**src/rtl/cart_mapper.sv**
```systemverilog
// -----------------------------------------------------------------------------
// cart_mapper
//   Cartridge bank-switch controller between the 6502 address bus and the
//   cartridge ROM / Superchip RAM. It snoops every CPU access, updates bank
//   registers when a hotspot is touched, and translates the 13-bit CPU address
//   into a ROM address of up to 32 KB.
//
// Parameters
//   ROM_ADDR_BITS : width of rom_adr_o (image size = 2**ROM_ADDR_BITS bytes)
//   SC_ENABLE     : 1 builds the Superchip window decode, 0 ties sc_* low
//
// Ports
//   clk_i      system clock
//   rst_i      synchronous active-high reset (wins over enable_i)
//   enable_i   one-clk strobe per CPU cycle; qualifies every register update
//   adr_i      CPU address bus (only [12:0] are decoded, 8K cart mirror)
//   we_i       CPU write (active high)
//   dat_i      CPU write data (3F snoops the low nibble)
//   mapper_i   0 none, 1 F8, 2 F6, 3 F4, 4 E0, 5 3F, 6/7 behave as none
//   sc_en_i    Superchip RAM present (honoured for F8/F6/F4 only)
//   rom_adr_o  translated ROM address (combinational)
//   sc_rd_o    CPU reads the Superchip read window
//   sc_we_o    Superchip RAM write strobe
//   sc_adr_o   Superchip RAM address (adr_i[6:0])
//   bank_o     current bank (F-type / 3F) or E0 slice-0 bank
//
// CPU-cycle handshake: there is no back-pressure. enable_i is the only
// transfer qualifier; a register update happens on a rising clk_i edge
// exactly when enable_i is high and rst_i is low. Address/data/we are only
// meaningful while enable_i is high; the combinational outputs simply track
// the bus so the top-level data mux sees them throughout the CPU cycle.
// -----------------------------------------------------------------------------
module cart_mapper #(
  parameter int ROM_ADDR_BITS = 15,
  parameter bit SC_ENABLE     = 1'b1
) (
  input  logic                     clk_i,
  input  logic                     rst_i,
  input  logic                     enable_i,
  input  logic [15:0]              adr_i,
  input  logic                     we_i,
  input  logic [7:0]               dat_i,
  input  logic [2:0]               mapper_i,
  input  logic                     sc_en_i,
  output logic [ROM_ADDR_BITS-1:0] rom_adr_o,
  output logic                     sc_rd_o,
  output logic                     sc_we_o,
  output logic [6:0]               sc_adr_o,
  output logic [3:0]               bank_o
);

  typedef enum logic [2:0] {
    MAP_NONE = 3'd0,
    MAP_F8   = 3'd1,
    MAP_F6   = 3'd2,
    MAP_F4   = 3'd3,
    MAP_E0   = 3'd4,
    MAP_3F   = 3'd5
  } mapper_t;

  // Translation is built in a word at least 16 bits wide and then truncated,
  // so any ROM_ADDR_BITS from a small 2K image up to the full 32K works.
  localparam int FULL_W = (ROM_ADDR_BITS > 16) ? ROM_ADDR_BITS : 16;

  // ---------------------------------------------------------------------------
  // Scheme decode: the two unassigned encodings fall back to "none".
  // ---------------------------------------------------------------------------
  mapper_t scheme;

  always_comb begin
    scheme = MAP_NONE;
    case (mapper_i)
      3'd1:    scheme = MAP_F8;
      3'd2:    scheme = MAP_F6;
      3'd3:    scheme = MAP_F4;
      3'd4:    scheme = MAP_E0;
      3'd5:    scheme = MAP_3F;
      default: scheme = MAP_NONE;
    endcase
  end

  logic        is_ftype;
  logic [11:0] offset;
  logic        cart_sel;

  assign is_ftype = (scheme == MAP_F8) || (scheme == MAP_F6) || (scheme == MAP_F4);
  assign offset   = adr_i[11:0];
  assign cart_sel = adr_i[12];

  // ---------------------------------------------------------------------------
  // Bank registers
  // ---------------------------------------------------------------------------
  logic [2:0] bank,   bank_nxt;
  logic [2:0] e0_s0,  e0_s0_nxt;
  logic [2:0] e0_s1,  e0_s1_nxt;
  logic [2:0] e0_s2,  e0_s2_nxt;
  logic [3:0] bank3f, bank3f_nxt;
  logic [2:0] bank_rst;

  // F-type carts power up in their last bank, where the reset vector lives.
  always_comb begin
    bank_rst = 3'd0;
    case (scheme)
      MAP_F8:  bank_rst = 3'd1;
      MAP_F6:  bank_rst = 3'd3;
      MAP_F4:  bank_rst = 3'd7;
      default: bank_rst = 3'd0;
    endcase
  end

  // Hotspot decode. Reads and writes both trigger. Because the registers only
  // load at the clock edge that closes the CPU cycle, the byte fetched during
  // the hotspot cycle still comes from the old bank. Holding the address over
  // several strobes (CPU stall) just reloads the same value.
  always_comb begin
    bank_nxt   = bank;
    e0_s0_nxt  = e0_s0;
    e0_s1_nxt  = e0_s1;
    e0_s2_nxt  = e0_s2;
    bank3f_nxt = bank3f;

    if (enable_i && cart_sel) begin
      case (scheme)
        MAP_F8: begin
          if (offset == 12'hFF8 || offset == 12'hFF9)
            bank_nxt = 3'(offset - 12'hFF8);
        end
        MAP_F6: begin
          if (offset >= 12'hFF6 && offset <= 12'hFF9)
            bank_nxt = 3'(offset - 12'hFF6);
        end
        MAP_F4: begin
          if (offset >= 12'hFF4 && offset <= 12'hFFB)
            bank_nxt = 3'(offset - 12'hFF4);
        end
        MAP_E0: begin
          // FE0-FE7 / FE8-FEF / FF0-FF7 select slices 0/1/2; the low three
          // offset bits are the new bank for that slice.
          case (offset[11:3])
            9'h1FC:  e0_s0_nxt = offset[2:0];
            9'h1FD:  e0_s1_nxt = offset[2:0];
            9'h1FE:  e0_s2_nxt = offset[2:0];
            default: ;
          endcase
        end
        default: ;
      endcase
    end

    // 3F latches on any write to $0000-$003F (TIA space). The TIA still sees
    // the write; this is a pure snoop.
    if (enable_i && we_i && scheme == MAP_3F && adr_i[12:6] == 7'd0)
      bank3f_nxt = dat_i[3:0];
  end

  always_ff @(posedge clk_i) begin
    if (rst_i) begin
      bank   <= bank_rst;
      e0_s0  <= 3'd0;
      e0_s1  <= 3'd1;
      e0_s2  <= 3'd2;
      bank3f <= 4'd0;
    end else begin
      bank   <= bank_nxt;
      e0_s0  <= e0_s0_nxt;
      e0_s1  <= e0_s1_nxt;
      e0_s2  <= e0_s2_nxt;
      bank3f <= bank3f_nxt;
    end
  end

  // ---------------------------------------------------------------------------
  // Address translation (same formula whatever adr_i[12] is)
  // ---------------------------------------------------------------------------
  logic [2:0]        slice_bank;
  logic [FULL_W-1:0] full_adr;

  // E0: 1 KB slice selected by adr_i[11:10]; slice 3 is hard-wired to bank 7.
  always_comb begin
    slice_bank = 3'd7;
    case (adr_i[11:10])
      2'd0:    slice_bank = e0_s0;
      2'd1:    slice_bank = e0_s1;
      2'd2:    slice_bank = e0_s2;
      default: slice_bank = 3'd7;
    endcase
  end

  always_comb begin
    full_adr = '0;
    case (scheme)
      MAP_F8, MAP_F6, MAP_F4: full_adr[14:0] = {bank, adr_i[11:0]};
      MAP_E0:                 full_adr[12:0] = {slice_bank, adr_i[9:0]};
      MAP_3F: begin
        // Upper 2 KB is fixed to the last 2K bank of the image.
        if (adr_i[11])
          full_adr[14:0] = {4'hF, adr_i[10:0]};
        else
          full_adr[14:0] = {bank3f, adr_i[10:0]};
      end
      default:                full_adr[11:0] = adr_i[11:0];
    endcase
  end

  assign rom_adr_o = full_adr[ROM_ADDR_BITS-1:0];

  // ---------------------------------------------------------------------------
  // Diagnostics bank view
  // ---------------------------------------------------------------------------
  always_comb begin
    bank_o = 4'd0;
    case (scheme)
      MAP_F8, MAP_F6, MAP_F4: bank_o = {1'b0, bank};
      MAP_E0:                 bank_o = {1'b0, e0_s0};
      MAP_3F:                 bank_o = bank3f;
      default:                bank_o = 4'd0;
    endcase
  end

  // ---------------------------------------------------------------------------
  // Superchip windows: $1000-$107F write port, $1080-$10FF read port.
  // A write into the read window or a read of the write window is left to
  // ROM, so the two outputs can never be high together.
  // ---------------------------------------------------------------------------
  generate
    if (SC_ENABLE) begin : g_sc
      logic sc_active;
      logic wr_win;
      logic rd_win;

      assign sc_active = sc_en_i && is_ftype;
      assign wr_win    = cart_sel && (adr_i[11:7] == 5'd0);
      assign rd_win    = cart_sel && (adr_i[11:7] == 5'd1);

      assign sc_we_o   = sc_active && wr_win && we_i;
      assign sc_rd_o   = sc_active && rd_win && !we_i;
      assign sc_adr_o  = adr_i[6:0];
    end else begin : g_no_sc
      logic unused_sc;
      assign unused_sc = &{1'b0, sc_en_i, is_ftype};
      assign sc_we_o   = 1'b0;
      assign sc_rd_o   = 1'b0;
      assign sc_adr_o  = 7'd0;
    end
  endgenerate

  // Bits the cart never decodes (6502 A13-A15 are not on the cart port; 3F
  // only keeps the low nibble of the data).
  logic unused_bits;
  assign unused_bits = &{1'b0, adr_i[15:13], dat_i[7:4]};

endmodule

```
**config.mk**
```make
export PLATFORM = sky130hd
export DESIGN_NAME = cart_mapper
export DESIGN_NICKNAME = d
export VERILOG_FILES = /design/src/rtl/cart_mapper.sv
export SDC_FILE = /design/constraint.sdc
export NUM_CORES = 1
export LEC_CHECK = 0
export CAP_MARGIN = 20
export CORE_MARGIN = 10
export CORE_UTILIZATION = 45
export DETAILED_ROUTE_END_ITERATION = 8
export PLACE_DENSITY = 0.92
export SLEW_MARGIN = 0
export SYNTH_ARGS = -nofsm -noshare
export SYNTH_HDL_FRONTEND = slang
export SYNTH_SLANG_ARGS = --single-unit
```
**constraint.sdc**
```tcl
create_clock -name clk_i -period 5.4 [get_ports clk_i]
set_clock_uncertainty 0.1 [all_clocks]
set_input_delay 1.08 -clock clk_i [delete_from_list [all_inputs] [get_ports clk_i]]
set_output_delay 1.08 -clock clk_i [all_outputs]
set_load 0.05 [all_outputs]
```
==> reports/summary.txt <==
Worst slew margin: 51.6%
post-place setup slack: 0.568 ns
drt wl/cell: 16.6 um
Die Ht: 74.5 um
fin worst setup slack: 0.576 ns
Port-buffer cells: 52
final hold vios: 0
Die X: 74.5 um
# DRC: 0
Final min period: 4.82 ns
sequential area share after synthesis: 26.2%
area leader, netlist: dfxtp_1
layout cells sized above 1: 9.85%
pwr dens: 184 nW/um2
Top FF cell, synth: dfxtp_1
Final setup viols: 0
CTS clk-pin slew, worst paths: 0.09 ns
die area: 5550 um2
Post-synth EDFFs: 3
Fillers: 241
WL final: 3880 um
top post-synthesis cells by count: 17 x buf_4, 17 x o21ai_0, 13 x dfxtp_1
largest net degree at the start of global routing: 15
Slew @ Worst Pin: 0.716 ns
fin. max-slew vios: 0
FF+latch count, synth: 16
clk sinks: 16
crit-path max FO: 6
outcome: completed
Fmax: 0.207 GHz
RePlAce Congestion: 0.815
routed via count: 1377
TNS Setup: 0 ns
Synth Net Count: 206
hold buffers post-CTS: 0
vias in the first global route: 1357
cts repair resizes: 0
CTS tree: built
DR iter-0 viols: 117
Max H-tree Level: 1
Ys Warns: 0
nets@finish: 240
first-pass GRT wire length: 6450 um
antenna-violating nets left: 0
Area contributors post-synth: dfxtp_1 19%, buf_4 9.6%, mux2i_1 7.5%
DRT Pass-1 Iters: 4
post-DR vias/cell: 5.88
post-DP HPWL: 3170 um
initial antenna violation count: 0
period utilization: 89.3%
Core Region: 2810 um2
worst endpoint required time: 4.22 ns
postcts setup bufs: 0
Peak VDD IR: 0.000178 V
Inserted Diodes: 0
CTS root buf: clkbuf_4
Gate Count Post-Synth: 170
Max-Cap Viols: 0
worst skew pair latency: 0.29 ns
clk buf depth: 2
Initial Util: 47.6%
Worst EP arrival: 3.64 ns
unrepaired setup endpoints after global routing: no
Post-synth ARST share: 0%
gr ovfl total: 0
Total Routing Usage GR: 14.3%
Num CTS Buffers: 3
area share of the largest cell type after synthesis: 19.5%
Ports: 60
critical path class: primary input to output pin
Pleak: 0.000726 uW
Area Growth Syn to Fin: 38.8%
worst hold-check path type: flop to flop
Mapped Area: 1340 um2
Syn Area/Cell: 7.86 um2
synth unique cells: 44
cell row count: 19
crit path launch type: primary input
critical path endpoint category: output pin
## final timing paths
check,start,to,slack (ns),depth (start not counted)
setup / recovery,mapper_i[1],rom_adr_o[11],0.58,7
hold reg to reg,e0_s2[0],e0_s2[0],0.38,2
hold / removal,e0_s2[0],e0_s2[0],0.38,2
setup reg to reg,bank3f[2],bank3f[2],4.62,2
## placed cells by master (no fill, tap or decap), types with 2 or more instances in the layout
cell	instances
edfxtp_1	3
dfxtp_1	13
ha_1	4
a211oi_1	2
nor2b_1	4
nor3b_1	3
inv_1	7
and4_1	2
nand3_1	8
a21oi_1	10
nor2_1	10
nor3_1	2
nand4_1	6
a31oi_1	3
buf_12	8
and2_1	2
mux2i_1	10
buf_4	4
o21ai_0	17
clkdlybuf4s50_1	41
o31ai_1	2
a22oi_1	3
nand2b_1	3
nand2_1	12
clkbuf_4	3
## power breakdown
group          internal, uW  switching [uW]
clock network          41.1            38.8
logic                  55.1            81.7
registers               124           0.645
## cell families after synthesis
| logic type | after synthesis | share of synthesized area [%] |
|---|---|---|
| AO/OA/AOI/OAI | 47 | 22.7 |
| adder cells (fa/ha/maj) | 5 | 4.59 |
| buffers and inverters | 32 | 14.0 |
| flip-flops | 16 | 26.2 |
| multiplexers | 11 | 8.33 |
| AND/OR/NAND/NOR | 59 | 24.2 |
## metal layers
| metal | wire length [um] | share of wire (%) | global-route usage, % |
|---|---|---|---|
| met5 | 0 | 0 | 0 |
| met4 | 21 | 0.54 | 1.89 |
| met3 | 433 | 11 | 5.45 |
| met2 | 1920 | 49 | 25.7 |
| met1 | 1510 | 39 | 16.0 |
## registers in the layout, summed over array words and instances (netlist names)
| name | flops |
|---|---|
| bank3f | 4 |
| e0_s2 | 3 |
| e0_s0 | 3 |
| bank | 3 |
| e0_s1 | 3 |
## layout make-up
cell class	instances	area, um2	area share (%)
multi-input cells	122	798	43.0
clock buffers	4	36.3	1.96
flip-flops and latches	16	350	18.9
repair buffers	53	601	32.4
well taps	31	38.8	2.09
inverters	8	30.0	1.62
## metrics by stage
stage	instance area, um2	power [uW]	utilization, %	hold WS, ns	cells
2_1_floorplan	1340	211	-	0.335	170
4_1_cts	1850	343	66.1	0.381	234
3_3_place_gp	1820	263	64.8	0.352	230
6_report	1850	342	66.1	0.377	234
3_5_place_dp	1820	265	64.8	0.366	230
5_1_grt	1850	356	66.1	0.402	234
## worst max-delay path: stages
cell,delay (ns)
clkdlybuf4s50_1,0.62
inv_1,0.11
ha_1,0.32
maj3_2,0.35
or3_1,0.46
a311oi_1,0.50
buf_12,0.20
(Power assumes the default switching activity.)
